--- src/rtl/rtc_bus_responder.sv ---
// V3023-style multiplexed RTC bus responder.
// BCD time base, control register and 12-byte scratch RAM.
module rtc_bus_responder #(
  parameter int unsigned TICK_DIV = 100_000_000,
  parameter int unsigned READ_LAT = 2
) (
  input  logic       clk,
  input  logic       reset,
  input  logic       AD,
  input  logic       CS,
  input  logic       RD,
  input  logic       WR,
  input  logic [7:0] data_in,
  output logic [7:0] data_out,
  output logic       data_oe,
  output logic       tick,
  output logic       bus_err
);

  localparam int unsigned PW = $clog2(TICK_DIV);
  localparam logic [PW-1:0] TOP = PW'(TICK_DIV - 1);
  localparam logic [2:0] LAT = 3'(READ_LAT);

  typedef enum logic [1:0] {
    IDLE,
    SEL,
    READ,
    ERR
  } state_t;

  function automatic logic [7:0] bcd_inc(
    input logic [7:0] v,
    input logic [7:0] lim
  );
    if (v >= lim) return 8'h00;
    if (v[3:0] >= 4'd9) return {v[7:4] + 4'd1, 4'h0};
    return v + 8'd1;
  endfunction

  function automatic logic [7:0] clamp(
    input logic [7:0] d,
    input logic [7:0] lim
  );
    logic [7:0] v;
    v = {1'b0, d[6:0]};
    return (v > lim) ? 8'h00 : v;
  endfunction

  logic       s_ad_q, s_cs_q, s_rd_q, s_wr_q;
  logic       p_ad_q, p_wr_q;
  logic [7:0] s_data_q;

  state_t     state_q, state_d;
  logic [2:0] cnt_q, cnt_d;
  logic       oe_d, err_d;
  logic       addr_we, reg_we;
  logic [7:0] addr_q;

  logic [7:0] sec_q, sec_d;
  logic [7:0] min_q, min_d;
  logic [7:0] hr_q, hr_d;
  logic       run_q, run_d;
  logic [PW-1:0] pre_q, pre_d;
  logic       wrap;

  logic [7:0] ram_q [0:11];
  logic [3:0] ram_idx;
  logic       ram_sel;
  logic [7:0] rdata;

  logic [7:0] dout_q;
  logic       oe_q, tick_q, err_q;

  logic wr_rise, proto_err;

  assign wr_rise = ~p_wr_q & s_wr_q;
  assign proto_err = (~s_rd_q & ~s_wr_q)
                   | (~s_rd_q & ~s_ad_q)
                   | (~s_wr_q & (s_ad_q ^ p_ad_q));

  // Single sample stage plus previous copy for edge detection
  always_ff @(posedge clk or negedge reset) begin
    if (!reset) begin
      s_ad_q   <= 1'b0;
      s_cs_q   <= 1'b1;
      s_rd_q   <= 1'b1;
      s_wr_q   <= 1'b1;
      s_data_q <= 8'h00;
      p_ad_q   <= 1'b0;
      p_wr_q   <= 1'b1;
    end else begin
      s_ad_q   <= AD;
      s_cs_q   <= CS;
      s_rd_q   <= RD;
      s_wr_q   <= WR;
      s_data_q <= data_in;
      p_ad_q   <= s_ad_q;
      p_wr_q   <= s_wr_q;
    end
  end

  // Bus FSM state and read latency counter
  always_ff @(posedge clk or negedge reset) begin
    if (!reset) begin
      state_q <= IDLE;
      cnt_q   <= 3'd0;
    end else begin
      state_q <= state_d;
      cnt_q   <= cnt_d;
    end
  end

  // Next state, strobes and error pulse
  always_comb begin
    state_d = state_q;
    cnt_d   = cnt_q;
    err_d   = 1'b0;
    addr_we = 1'b0;
    reg_we  = 1'b0;
    unique case (state_q)
      IDLE: begin
        if (!s_cs_q) state_d = SEL;
      end
      SEL: begin
        if (s_cs_q) begin
          state_d = IDLE;
        end else if (proto_err) begin
          state_d = ERR;
          err_d   = 1'b1;
        end else begin
          addr_we = wr_rise & ~s_ad_q;
          reg_we  = wr_rise & s_ad_q;
          if (!s_rd_q) begin
            state_d = READ;
            cnt_d   = 3'd1;
          end
        end
      end
      READ: begin
        if (s_cs_q) begin
          state_d = IDLE;
        end else if (proto_err) begin
          state_d = ERR;
          err_d   = 1'b1;
        end else if (s_rd_q) begin
          state_d = SEL;
        end else if (cnt_q < LAT) begin
          cnt_d = cnt_q + 3'd1;
        end
      end
      ERR: begin
        if (s_cs_q) state_d = IDLE;
      end
      default: state_d = IDLE;
    endcase
    oe_d = (state_d == READ) && (cnt_d >= LAT);
  end

  // Address latch
  always_ff @(posedge clk or negedge reset) begin
    if (!reset) addr_q <= 8'h00;
    else if (addr_we) addr_q <= s_data_q;
  end

  // Time base: prescaler, carry chain, then bus write overrides
  always_comb begin
    wrap  = run_q && (pre_q == TOP);
    sec_d = sec_q;
    min_d = min_q;
    hr_d  = hr_q;
    run_d = run_q;
    pre_d = pre_q;
    if (run_q) pre_d = wrap ? '0 : pre_q + PW'(1);
    if (wrap) begin
      sec_d = bcd_inc(sec_q, 8'h59);
      if (sec_q >= 8'h59) begin
        min_d = bcd_inc(min_q, 8'h59);
        if (min_q >= 8'h59) hr_d = bcd_inc(hr_q, 8'h23);
      end
    end
    if (reg_we) begin
      unique case (1'b1)
        (addr_q == 8'h00): sec_d = clamp(s_data_q, 8'h59);
        (addr_q == 8'h01): min_d = clamp(s_data_q, 8'h59);
        (addr_q == 8'h02): hr_d  = clamp(s_data_q, 8'h23);
        (addr_q == 8'h03): begin
          run_d = s_data_q[0];
          pre_d = '0;
        end
        default: ;
      endcase
    end
  end

  // Time and control registers
  always_ff @(posedge clk or negedge reset) begin
    if (!reset) begin
      sec_q <= 8'h00;
      min_q <= 8'h00;
      hr_q  <= 8'h00;
      run_q <= 1'b1;
      pre_q <= '0;
    end else begin
      sec_q <= sec_d;
      min_q <= min_d;
      hr_q  <= hr_d;
      run_q <= run_d;
      pre_q <= pre_d;
    end
  end

  assign ram_sel = (addr_q >= 8'h04) && (addr_q <= 8'h0F);
  assign ram_idx = addr_q[3:0] - 4'd4;

  // Scratch RAM
  always_ff @(posedge clk or negedge reset) begin
    if (!reset) begin
      for (int i = 0; i < 12; i++) ram_q[i] <= 8'h00;
    end else if (reg_we && ram_sel) begin
      ram_q[ram_idx] <= s_data_q;
    end
  end

  // Read mux
  always_comb begin
    rdata = 8'h00;
    unique case (1'b1)
      (addr_q == 8'h00): rdata = sec_q;
      (addr_q == 8'h01): rdata = min_q;
      (addr_q == 8'h02): rdata = hr_q;
      (addr_q == 8'h03): rdata = {7'h00, run_q};
      ram_sel:           rdata = ram_q[ram_idx];
      default:           rdata = 8'h00;
    endcase
  end

  // Registered outputs
  always_ff @(posedge clk or negedge reset) begin
    if (!reset) begin
      dout_q <= 8'h00;
      oe_q   <= 1'b0;
      tick_q <= 1'b0;
      err_q  <= 1'b0;
    end else begin
      dout_q <= oe_d ? rdata : 8'h00;
      oe_q   <= oe_d;
      tick_q <= wrap;
      err_q  <= err_d;
    end
  end

  assign data_out = dout_q;
  assign data_oe  = oe_q;
  assign tick     = tick_q;
  assign bus_err  = err_q;

endmodule

--- config.mk ---
export PLATFORM = sky130hd
export DESIGN_NAME = rtc_bus_responder
export DESIGN_NICKNAME = d
export VERILOG_FILES = /design/src/rtl/rtc_bus_responder.sv
export SDC_FILE = /design/constraint.sdc
export NUM_CORES = 1
export LEC_CHECK = 0
export CORE_MARGIN = 5
export CORE_UTILIZATION = 40
export DETAILED_ROUTE_END_ITERATION = 7
export RECOVER_POWER = 50
export SYNTH_ARGS = -nofsm -noshare
export SYNTH_HDL_FRONTEND = slang
export SYNTH_SLANG_ARGS = --single-unit
--- constraint.sdc ---
create_clock -name clk -period 4.8 [get_ports clk]
set_input_delay 0.96 -clock clk [delete_from_list [all_inputs] [get_ports clk]]
set_output_delay 0.96 -clock clk [all_outputs]
set_load 0.05 [all_outputs]
==> impl_metrics.py <==
metrics = {
    "outcome": {
        "outcome": "finished, violations left",
        "violations": "capacitance limit, slew limit",
    },
    "cts": {
        "worstSkewPairLatency_ns": 0.44,
        "post-cts-setup-buffers": 0,
        "cts_tree": "done",
        "numCtsBuffers": 17,
        "cts_resized": 0,
        "numClockSinks": 186,
        "path_clk_slew_ns": 0.07,
        "root_buffer": "clkbuf_16",
        "cts_buffer_depth": 2,
        "hold_buffers": 0,
        "h-tree-depth": 4,
    },
    "layout": {
        "layout_common_cells": "dfrtp_1, mux2_2, nor2_1, nand2_1, inv_1",
        "stdcell_count": 1131,
        "diodes": 0,
        "drive_gt1_frac": 0.2365,
        "fin_nets": 839,
        "final_common_cell": "dfrtp_1",
        "syn_to_final_growth_pct": 12.44,
    },
    "yosys": {
        "synth-compound-area-share": 0.08309,
        "synth_top_cell_by_area": "dfrtp_1",
        "syn_nets": 830,
        "syn-cell-area_um2": 9412,
        "synth_xor_area_frac": 0.02513,
        "ys_ff_latch": 186,
        "synth.avg_cell_area_um2": 11.91,
        "ys_async_sr_fraction": 1.000,
        "yosysWarnings": 0,
        "synth_top_family_by_area": "multiplexers",
        "synth-simple-area-share": 0.1303,
        "yosysUniqueCellTypes": 72,
        "synth_area_leaders": "dfrtp_1, mux2_2, mux4_2, ha_1, nor2_1",
        "synthAdderAreaFrac": 0.03457,
        "synth_edf_count": 0,
        "synth-seq-area-share": 0.4952,
        "muxShareOfSynthArea": 0.1999,
        "netlist.area_leader.share": 0.4813,
        "yosys_most_used_dff": "dfrtp_1",
        "synthCells": 790,
    },
    "routing": {
        "drtIter0Drc": 383,
        "first_pass_iters": 5,
        "avgViaCountPerCell": 5.454,
        "drc": 0,
        "num_vias": 6168,
        "wirelength_um": 21210,
        "post_drt_wl_per_cell_um": 18.75,
        "postRouteAntennaNets": 0,
    },
    "sta": {
        "max_freq_mhz": 312.2,
        "hold_violations": 0,
        "fin_crit_ns": 3.203,
        "rsz0062_at_grt": "no",
        "tns_ns": 0,
        "fin_crit_sh": 0.6672,
        "worst_pin_slew_ns": 2.666,
        "maxSlewHeadroom": -0.7771,
        "skew_ns": 0.01283,
        "slew_viol_final": 104,
        "final-setup-viol-count": 0,
    },
    "critical_path": {
        "r2r_start": "state_q[1]$_DFF_PN0_",
        "critPathMaxStageDelay_ns": 1.84,
        "rr_worst_depth": 7,
        "cp-start-kind": "input port",
        "worst-setup-path-type": "in2async",
        "crit_top_cell": "clkbuf_2",
        "cp_num_buf_inv": 2,
        "cp_data_required_time_ns": 5.31,
        "cp_cell_sequence": "clkbuf_2, clkbuf_2",
        "cp.arrival_ns": 3.71,
        "r2r_setup_slack_ns": 1.92,
        "crit_family": "buffers and inverters",
        "critical_path_peak_fanout": 104,
        "worst_setup_path_end_kind": "async pin",
        "r2r_end": "ram_q[83]$_DFFE_PN0P_",
        "cpMaxStageDelayCell": "clkbuf_2",
    },
    "global_routing": {
        "grt_remaining_overflow": 0,
        "grtUsageTotal": 0.1678,
        "grt_pass1_vias": 6304,
        "grt_max_degree": 105,
        "grt_pass1_wl_um": 35130,
        "antenna_found_initial": 0,
    },
    "hold_path": {
        "hold-path-endpoint": "p_wr_q$_DFF_PN1_",
        "holdCritPathClass": "reg2reg",
        "hold_start": "s_wr_q$_DFF_PN1_",
        "hold_depth": 0,
    },
    "floorplan": {
        "core-area_um2": 23330,
        "pin_count": 25,
        "initial_core_util": 0.4034,
        "dieArea_um2": 26700,
        "die_h_um": 163.4,
        "rows": 56,
        "die_w_um": 163.4,
    },
    "flow_run": {
        "maxCapViolCount": 1,
    },
    "power_and_ir_drop": {
        "power_density_nw_per_um2": 417.5,
        "p_leak_nw": 4.766,
        "irDropWorstVdd_v": 0.0002333,
    },
    "placement": {
        "globalplace.congestion": 0.8385,
        "dp_hpwl_um": 13820,
        "place_inst": 1099,
        "port_buffers": 24,
    },
}
[synthesized netlist by cell type, drive strengths merged, types with 4 or more instances]
cell,number
dfrtp,181
mux2,102
nor2,57
nand2,42
inv,29
a21oi,27
clkbuf,26
ha,26
nand3,26
mux4,25
nor3,25
o21ai,23
xnor2,22
buf,18
mux2i,17
and3,14
a31oi,10
nor4,10
a221oi,8
and4,7
nor3b,7
nand4,6
a21o,5
dfstp,5
nor2b,5
xor2,5
a41oi,4
o211ai,4
o31ai,4
[registers in the layout (all words and copies together) (netlist names), 2 cells and up, named ones only]
| register | count |
|---|---|
| addr_q | 8 |
| cnt_q | 2 |
| data_out | 8 |
| hr_q | 8 |
| min_q | 8 |
| pre_q | 27 |
| ram_q | 96 |
| s_data_q | 8 |
| sec_q | 8 |
| state_q | 2 |
[worst max path at each step]
stage | startpoint | end | slack [ns] | cells after the start
after global routing | reset | data_out[6]$_DFF_PN0_ | 0.95 | 2
after detailed placement | state_q[1]$_DFF_PN0_ | ram_q[81]$_DFFE_PN0P_ | 1.93 | 7
after global placement | state_q[1]$_DFF_PN0_ | ram_q[80]$_DFFE_PN0P_ | 1.96 | 7
after floorplan | state_q[1]$_DFF_PN0_ | ram_q[72]$_DFFE_PN0P_ | 2.42 | 8
final | reset | data_out[1]$_DFF_PN0_ | 1.60 | 2
after CTS | state_q[1]$_DFF_PN0_ | ram_q[81]$_DFFE_PN0P_ | 1.90 | 7
[metrics by stage]
step	hold WS, ns	area (um2)	util	worst slack, ns	total power, mW
finish	0.4847	10580	0.4536	1.597	4.419
global route	0.5102	10580	0.4536	0.9549	4.636
CTS	0.4332	10590	0.4540	1.895	4.458
detailed placement	0.4235	9955	0.4266	1.930	2.939
global placement	0.4169	9955	0.4266	1.963	2.934
floorplan	0.3519	9412	-	2.419	2.667
[metal layers]
layer / track usage / part of all wire
met4: 0.05299 / 0.015
met2: 0.2604 / 0.46
met1: 0.2423 / 0.49
met5: 0 / 0
met3: 0.02776 / 0.028
[final cells by class]
cell class	instances	area, um2
clock buffer	18	439.2
clock inverter	14	200.2
fill	2120	12750
inverter	29	108.9
multi-input combinational	531	4452
sequential	186	4663
tap	319	399.1
timing repair buffer	34	320.3
[kinds of logic (layout without fill, tap and decap cells)]
| group | after synthesis | in the layout |
|---|---|---|
| compound gates | 112 | 112 |
| xor+xnor | 27 | 27 |
| fa+ha+maj | 26 | 26 |
| buf+inv | 73 | 95 |
| flops | 186 | 186 |
| mux | 144 | 144 |
| simple gates | 222 | 222 |
[power breakdown]
group          switching, mW  leakage (nW)  total [mW]  internal, mW
Clock                  0.694         0.314        1.51         0.819
Combinational          0.555          1.92       0.983         0.428
Sequential             0.228          2.53        1.92          1.69
(Power assumes the default switching activity.)
